### src/rtl/result_writeback_if.sv
// rtl/result_writeback_if.sv - Avalon-MM write bus between result_writeback and the memory wrapper
interface result_writeback_if;
  logic [31:0] avm_address;
  logic        avm_write;
  logic [63:0] avm_writedata;
  logic [7:0]  avm_byteenable;
  logic        avm_waitrequest;

  modport master (
    output avm_address, avm_write, avm_writedata, avm_byteenable,
    input  avm_waitrequest
  );

  modport slave (
    input  avm_address, avm_write, avm_writedata, avm_byteenable,
    output avm_waitrequest
  );
endinterface

### src/rtl/result_writeback.sv
// rtl/result_writeback.sv - snapshots N lane results and writes them two per 64-bit word over Avalon-MM
// Optional trailer word carrying the lane sum is enabled by defining RESULT_WB_CHECKSUM_EN.
module result_writeback #(
  parameter int unsigned N         = 8,
  parameter int unsigned RES_WIDTH = 24,
  parameter logic [31:0] BASE_ADDR = 32'h0000_0010
) (
  input  logic                 clk,
  input  logic                 rst_n,
  input  logic                 start,
  input  logic [RES_WIDTH-1:0] c_in [N],
  result_writeback_if.master   avm,
  output logic                 busy,
  output logic                 done,
  output logic [1:0]           dbg_state,
  output logic [2:0]           dbg_word
);
`ifdef RESULT_WB_CHECKSUM_EN
  localparam int unsigned NW = N / 2 + 1;
`else
  localparam int unsigned NW = N / 2;
`endif
  localparam int unsigned IW = ($clog2(NW) < 3) ? 3 : $clog2(NW);

  typedef enum logic [1:0] {
    IDLE    = 2'd0,
    CAPTURE = 2'd1,
    WRITE   = 2'd2,
    DONE    = 2'd3
  } state_e;

  state_e               state_q;
  logic [RES_WIDTH-1:0] snap_q [N];
  logic [IW-1:0]        word_q, word_d;
  logic [31:0]          addr_q, addr_d;
  logic [63:0]          data_q, data_d;
  logic                 write_q, busy_q, done_q;
  logic                 accept, last_word;

  assign accept    = write_q && !avm.avm_waitrequest;
  assign last_word = (word_q == IW'(NW - 1));
  // CAPTURE presents word 0; every acceptance presents the following word
  assign word_d    = (state_q == CAPTURE) ? '0 : word_q + IW'(1);
  assign addr_d    = BASE_ADDR + 32'(word_d);

`ifdef RESULT_WB_CHECKSUM_EN
  logic [31:0] sum;
  always_comb begin
    sum = '0;
    for (int i = 0; i < N; i++) sum = sum + 32'(snap_q[i]);
  end
`endif

  always_comb begin
    data_d = '0;
`ifdef RESULT_WB_CHECKSUM_EN
    if (word_d == IW'(N / 2)) data_d = {32'hA5A5_A5A5, sum};
`endif
    for (int k = 0; k < N / 2; k++) begin
      if (word_d == IW'(k)) data_d = {32'(snap_q[2*k+1]), 32'(snap_q[2*k])};
    end
  end

  always_ff @(posedge clk) begin
    if (!rst_n) begin
      state_q <= IDLE;
      word_q  <= '0;
      addr_q  <= '0;
      data_q  <= '0;
      write_q <= 1'b0;
      busy_q  <= 1'b0;
      done_q  <= 1'b0;
      for (int i = 0; i < N; i++) snap_q[i] <= '0;
    end else begin
      case (state_q)
        IDLE: begin
          if (start) begin
            for (int i = 0; i < N; i++) snap_q[i] <= c_in[i];
            state_q <= CAPTURE;
            busy_q  <= 1'b1;
          end
        end
        CAPTURE: begin
          word_q  <= word_d;
          addr_q  <= addr_d;
          data_q  <= data_d;
          write_q <= 1'b1;
          state_q <= WRITE;
        end
        WRITE: begin
          if (accept) begin
            if (last_word) begin
              state_q <= DONE;
              write_q <= 1'b0;
              busy_q  <= 1'b0;
              done_q  <= 1'b1;
              word_q  <= '0;
              addr_q  <= '0;
              data_q  <= '0;
            end else begin
              word_q <= word_d;
              addr_q <= addr_d;
              data_q <= data_d;
            end
          end
        end
        DONE: begin
          // level-held start keeps us parked here so the top FSM sees no second burst
          if (!start) begin
            state_q <= IDLE;
            done_q  <= 1'b0;
          end
        end
        default: state_q <= IDLE;
      endcase
    end
  end

  assign avm.avm_address    = addr_q;
  assign avm.avm_write      = write_q;
  assign avm.avm_writedata  = data_q;
  assign avm.avm_byteenable = {8{write_q}};
  assign busy               = busy_q;
  assign done               = done_q;
  assign dbg_state          = state_q;
  assign dbg_word           = word_q[2:0];
endmodule

### src/flat_wrapper.sv
// flat-port wrapper written by rule: the top's interface ports become plain ports
module result_writeback_flat 
#(
  parameter int unsigned N         = 8,
  parameter int unsigned RES_WIDTH = 24,
  parameter logic [31:0] BASE_ADDR = 32'h0000_0010
)
  (clk, rst_n, start, c_in, busy, done, dbg_state, dbg_word, avm_avm_address, avm_avm_write, avm_avm_writedata, avm_avm_byteenable, avm_avm_waitrequest);
  result_writeback_if avm_i ();
  input  logic clk;
  input  logic rst_n;
  input  logic start;
  input  logic [RES_WIDTH-1:0] c_in[N];
  output logic busy;
  output logic done;
  output logic [1:0] dbg_state;
  output logic [2:0] dbg_word;
  output wire logic [$bits(avm_i.avm_address)-1:0] avm_avm_address;
  output wire logic [$bits(avm_i.avm_write)-1:0] avm_avm_write;
  output wire logic [$bits(avm_i.avm_writedata)-1:0] avm_avm_writedata;
  output wire logic [$bits(avm_i.avm_byteenable)-1:0] avm_avm_byteenable;
  input wire logic [$bits(avm_i.avm_waitrequest)-1:0] avm_avm_waitrequest;
  assign avm_avm_address = avm_i.avm_address;
  assign avm_avm_write = avm_i.avm_write;
  assign avm_avm_writedata = avm_i.avm_writedata;
  assign avm_avm_byteenable = avm_i.avm_byteenable;
  assign avm_i.avm_waitrequest = avm_avm_waitrequest;
  result_writeback #(.N(N), .RES_WIDTH(RES_WIDTH), .BASE_ADDR(BASE_ADDR)) u_core (.clk(clk), .rst_n(rst_n), .start(start), .c_in(c_in), .avm(avm_i), .busy(busy), .done(done), .dbg_state(dbg_state), .dbg_word(dbg_word));
endmodule
### config.mk
export PLATFORM = sky130hd
export DESIGN_NAME = result_writeback_flat
export DESIGN_NICKNAME = d
export VERILOG_FILES = /design/src/rtl/result_writeback_if.sv /design/src/rtl/result_writeback.sv /design/src/flat_wrapper.sv
export SDC_FILE = /design/constraint.sdc
export NUM_CORES = 1
export LEC_CHECK = 0
export ABC_AREA = 1
export ABC_CLOCK_PERIOD_IN_PS = 18600
export BUFFER_PORTS_ARGS = -buffer_cell sky130_fd_sc_hd__buf_2
export CORE_MARGIN = 2
export CORE_UTILIZATION = 48
export DETAILED_ROUTE_END_ITERATION = 8
export PLACE_DENSITY = 0.77
export SLEW_MARGIN = 20
export SYNTH_ARGS = -nofsm -noshare
export SYNTH_HDL_FRONTEND = slang
export SYNTH_SLANG_ARGS = --single-unit
### constraint.sdc
create_clock -name clk -period 18.6 [get_ports clk]
set_input_delay 5.58 -clock clk [delete_from_list [all_inputs] [get_ports clk]]
set_output_delay 5.58 -clock clk [all_outputs]
set_load 0.01 [all_outputs]
* Word-level counts from Yosys, hierarchy flattened
Memories as Yosys holds them, arrays and structs flattened.
Index checks and enable logic that the tools add are counted.
** Word-level totals
- Flip-flop bits (word level) :: 104
- Memory bits (writable) :: 192
- Logic and storage cells :: 82
- Memories :: 1
- Output and inout bits :: 112
- Input bits :: 196
** Cells by class
- Muxes and demuxes :: 41
- Reductions and logical operators :: 12
- Eq/ne operators :: 11
- Add/subtract/negate cells :: 2
- Bitwise operators :: 8
** Memories
- u_core.snap_q :: depth 8, bits a word 24, read ports 8, clocked after memory_dff 0, write ports 8, line result_writeback.sv:33 : logic [RES_WIDTH-1:0] snap_q [N];
** Operators with widths (count)
- two-way mux 56 bit :: 5
- two-way mux 24 bit :: 8
- one-hot mux 64 bit (2 select lines) :: 1
- two-way mux 32 bit :: 2
- two-way mux 64 bit :: 1
- one-hot mux 32 bit (2 select lines) :: 1
- AND reduction 4 bit :: 3
- two-way mux 1 bit :: 11
- == test 3 x 2 -> 1 bit, second input constant :: 3
- two-way mux 3 bit :: 3
- two-way mux 2 bit :: 4
- bitwise OR 1 bit :: 8
- one-hot mux 2 bit (4 select lines) :: 1
- adder 5 x 3 -> 6 bit, first input constant :: 1
- one-hot mux 1 bit (2 select lines) :: 3
- one-hot mux 3 bit (2 select lines) :: 1
- nonzero test 2 bit :: 3
- == test 2 bit, second input constant :: 2
- inequality test 2 x 1 -> 1 bit, second input constant :: 2
- inequality test 2 bit, second input constant :: 2
- adder 3 x 1 -> 3 bit, second input constant :: 1
- == test 3 x 1 -> 1 bit, second input constant :: 1
- zero test 3 bit :: 1
- AND reduction 3 bit :: 1
- 5 further kinds :: 5

* Logic depth before layout (Yosys ltp)
- Word-level depth :: 10
- Mapped depth :: 11
- Gate-level depth less buffers :: 10

* Worst setup path before layout
OpenSTA, ideal clock, no wires.
- Path type :: input-to-reg
- From :: input start
- To :: memory u_core.snap_q[0][0] (enable)
- Slack :: -1.405 ns
- Library setup time :: 1.009 ns
- Stages :: 2
- Data arrival time :: 18.995 ns
- Data required time :: 17.591 ns
- Path buffers :: 0
- Cells stage by stage :: inv_1 -> o21ai_0
** RTL lines
- start: declaration :: line flat_wrapper.sv:12 : input logic start;
- end: declaration :: line result_writeback.sv:33

==> impl_metrics.env <==
export IMPL_path_class="in -> reg"
export IMPL_synth_cells=1306
export IMPL_core_mm2=0.0236
export IMPL_antenna_found_initial=0
export IMPL_comb_power_share_pct=34.8
export IMPL_grt_util_all_layers_pct=22.6
export IMPL_clockPowerShare_pct=25.3
export IMPL_die_x_um=159
export IMPL_whs_ns=0.459
export IMPL_ys_types=26
export IMPL_endpoint_kind="flip-flop"
export IMPL_ys_ff_latch=249
export IMPL_p_leak_nw=6.94
export IMPL_crit_path_max_fanout=68
export IMPL_r2r_end="u_core.avm.avm_writedata[22]"
export IMPL_grt_max_degree=108
export IMPL_synth_yosys_warnings=0
export IMPL_crit_arrival_ns=7.56
export IMPL_die_area_mm2=0.0254
export IMPL_gr_total_overflow=0
export IMPL_postCtsSetupRepairBufs=0
export IMPL_power_mw=2.07
export IMPL_p_int_mw=1.29
export IMPL_grt_pass1_vias=9034
export IMPL_seq_power_share_pct=39.9
export IMPL_timing_rr_start="u_core.dbg_word[0]"
export IMPL_timing_fmax_mhz=135
export IMPL_crit_top_cell="buf_4"
export IMPL_drc=0
export IMPL_io_buffers=263
export IMPL_dpl_cell_area_mm2=0.0128
export IMPL_clock_sinks=249
export IMPL_period_share_pct=39.9
export IMPL_synth_area_per_cell_um2=8.88
export IMPL_clkTransAtPathRegs_ns=0.06
export IMPL_wl_per_cell_um=15.9
export IMPL_post_dp_hpwl_mm=18.4
export IMPL_postCtsHoldBufs=0
export IMPL_power_switching_uw=778
export IMPL_antenna_left=0
export IMPL_worst_r2r_path_depth=10
export IMPL_fin_tns_setup_ns=0
export IMPL_drt_iter0_drc=726
export IMPL_clockRootBuffer="clkbuf_16"
export IMPL_initial_utilization_pct=49.1
export IMPL_r2r_setup_slack_ns=14.99
export IMPL_timing_critical_path_slowest_stage_cell="buf_4"
export IMPL_clockBufferDepth=3
export IMPL_dr_pass1_iters=5
export IMPL_holdCritPathClass="reg -> reg"
export IMPL_layout_drive_gt1_share_pct=21.4
export IMPL_p_sw_share_pct=37.6
export IMPL_outcome="complete, no violations"
export IMPL_htreeDepth=1
export IMPL_cts_resized_gates=0
export IMPL_vdd_drop_max_mv=0.0871
export IMPL_num_rows=56
export IMPL_viasPerCell=5.02
export IMPL_rsz0062_at_grt="false"
export IMPL_cp_cell_sequence="buf_2, buf_4, o21ai_4, buf_4, buf_4"
export IMPL_fin_area_mm2=0.0137
export IMPL_crit_required_ns=18.75
export IMPL_holdPathEnd="u_core.avm.avm_writedata[6]"
export IMPL_maxSlewViolCount=0
export IMPL_gp_congestion=0.836
export IMPL_grt_pass1_wl_mm=46.3
export IMPL_min_from="u_core.avm.avm_writedata[6]"
export IMPL_critPathLaunchType="input pin"
export IMPL_die_height_um=159
export IMPL_wirelength_mm=29.5
export IMPL_worstMarginPinSlew_ns=1.08
export IMPL_skew_ns=0.00651
export IMPL_synth_cell_area_mm2=0.0116
export IMPL_n_antenna_cell=0
export IMPL_maxCapViolations=0
export IMPL_cts_tree="done"
export IMPL_final_setup_viol_count=0
export IMPL_num_vias=9324
export IMPL_syn2layout_area_growth_pct=18.2
export IMPL_finish_utilization_pct=58.1
export IMPL_layout_nets=1721
export IMPL_period_needed_ns=7.42
export IMPL_worst_hold_path_num_cells=2
export IMPL_slew_headroom_pct=28.1
export IMPL_hold_violations=0
export IMPL_max_stage_delay_ns=0.75
export IMPL_worstSkewPairLatency_ns=0.52
export IMPL_powerDensity_mw_per_mm2=151
export IMPL_cts_buffers=27
export IMPL_yosysSeqAreaShare_pct=59.5
export IMPL_io_pins=308
-- how the worst max path moves through the flow --
| stage | from | end | slack [ns] |
|---|---|---|---|
| floorplan | start | u_core.snap_q[0][0] | 3.78 |
| global placement | rst_n | u_core.snap_q[0][28] | 10.74 |
| detailed placement | rst_n | u_core.snap_q[0][78] | 10.66 |
| CTS | rst_n | u_core.snap_q[0][172] | 11.21 |
| global route | rst_n | u_core.snap_q[0][166] | 11.08 |
| finish | rst_n | u_core.snap_q[0][172] | 11.18 |
-- layout by cell type (no fill, tap or decap), drive strengths merged --
master    netlist  routed
conb            1      44
nand4          34      34
dfxtp          57      57
ha              6       6
inv           235     236
nor3           35      35
a21boi          2       2
bufinv          0       2
edfxtp        192     192
a211oi          1       1
nor2          209     209
buf            88     272
a21oi          57      57
nand2         204     204
nand3          90      90
o21ai          51      51
clkinvlp        0       1
clkbuf         43      37
clkinv          1      10
-- cell families (layout without fill, tap and decap cells) --
| family | Yosys count | count (layout) | synth area share [%] |
|---|---|---|---|
| other cells | 1 | 44 | 0.0323 |
| simple gates | 572 | 572 | 20.8 |
| fa+ha+maj | 6 | 6 | 0.647 |
| buf+inv | 367 | 558 | 14.1 |
| compound gates | 111 | 111 | 4.88 |
| flops | 249 | 249 | 59.5 |
-- sequential cells by signal, indices dropped and copies added (netlist names) --
signal,flops
u_core.snap_q,192
u_core.avm.avm_writedata,48
u_core.avm.avm_address,2
u_core.dbg_state,2
u_core.dbg_word,2
u_core.avm.avm_write,1
u_core.busy,1
u_core.done,1
-- power by group through the flow --
stage | Sequential (mW) | Clock, mW | Combinational, mW
2_1_floorplan | 0.869 | 0 | 0.487
3_3_place_gp | 0.832 | 0 | 0.702
3_5_place_dp | 0.837 | 0 | 0.720
4_1_cts | 0.826 | 0.531 | 0.723
5_1_grt | 0.840 | 0.551 | 0.803
6_report | 0.826 | 0.524 | 0.722
-- critical path: cells and delay by family --
family | cells | cell delay (ns)
AOI/OAI and AO/OA | 1 | 0.32
buffers and inverters | 4 | 1.59
-- cell usage after synthesis (all sizes together) --
cell    count  area (um^2)
ha          6         75.1
inv       235          882
nand4      34          213
a211oi      1         7.51
a21oi      57          285
a21boi      2         15.0
dfxtp      57         1140
conb        1         3.75
nor2      209          792
clkinv      1         3.75
nand3      90          463
nand2     204          768
o21ai      51          259
clkbuf     43          163
buf        88          592
edfxtp    192         5770
nor3       35          175
-- stage by stage --
stage	setup WS (ns)	std cells
finish	11.18	1859
global route	11.08	1859
CTS	11.21	1859
detailed placement	10.66	1809
global placement	10.74	1809
floorplan	3.78	1349
-- layout make-up --
class                   count  area [um^2]
fillers                  2062         9890
clock buffers              37          753
clock inverters            13          119
inverters                 236          887
well taps                 319          399
multi-input cells         733         3270
flip-flops and latches    249         6910
repair buffers            272         1390
-- routing by layer --
metal	vias to the layer above	track usage [%]	wire length (um)
met4	0	8.93	964
met3	75	2.92	2480
met1	4324	28.8	11700
li1	4467	-	-
met5	-	0	0
met2	458	39.2	14400
Note: power is estimated with default switching activity, not from simulation.
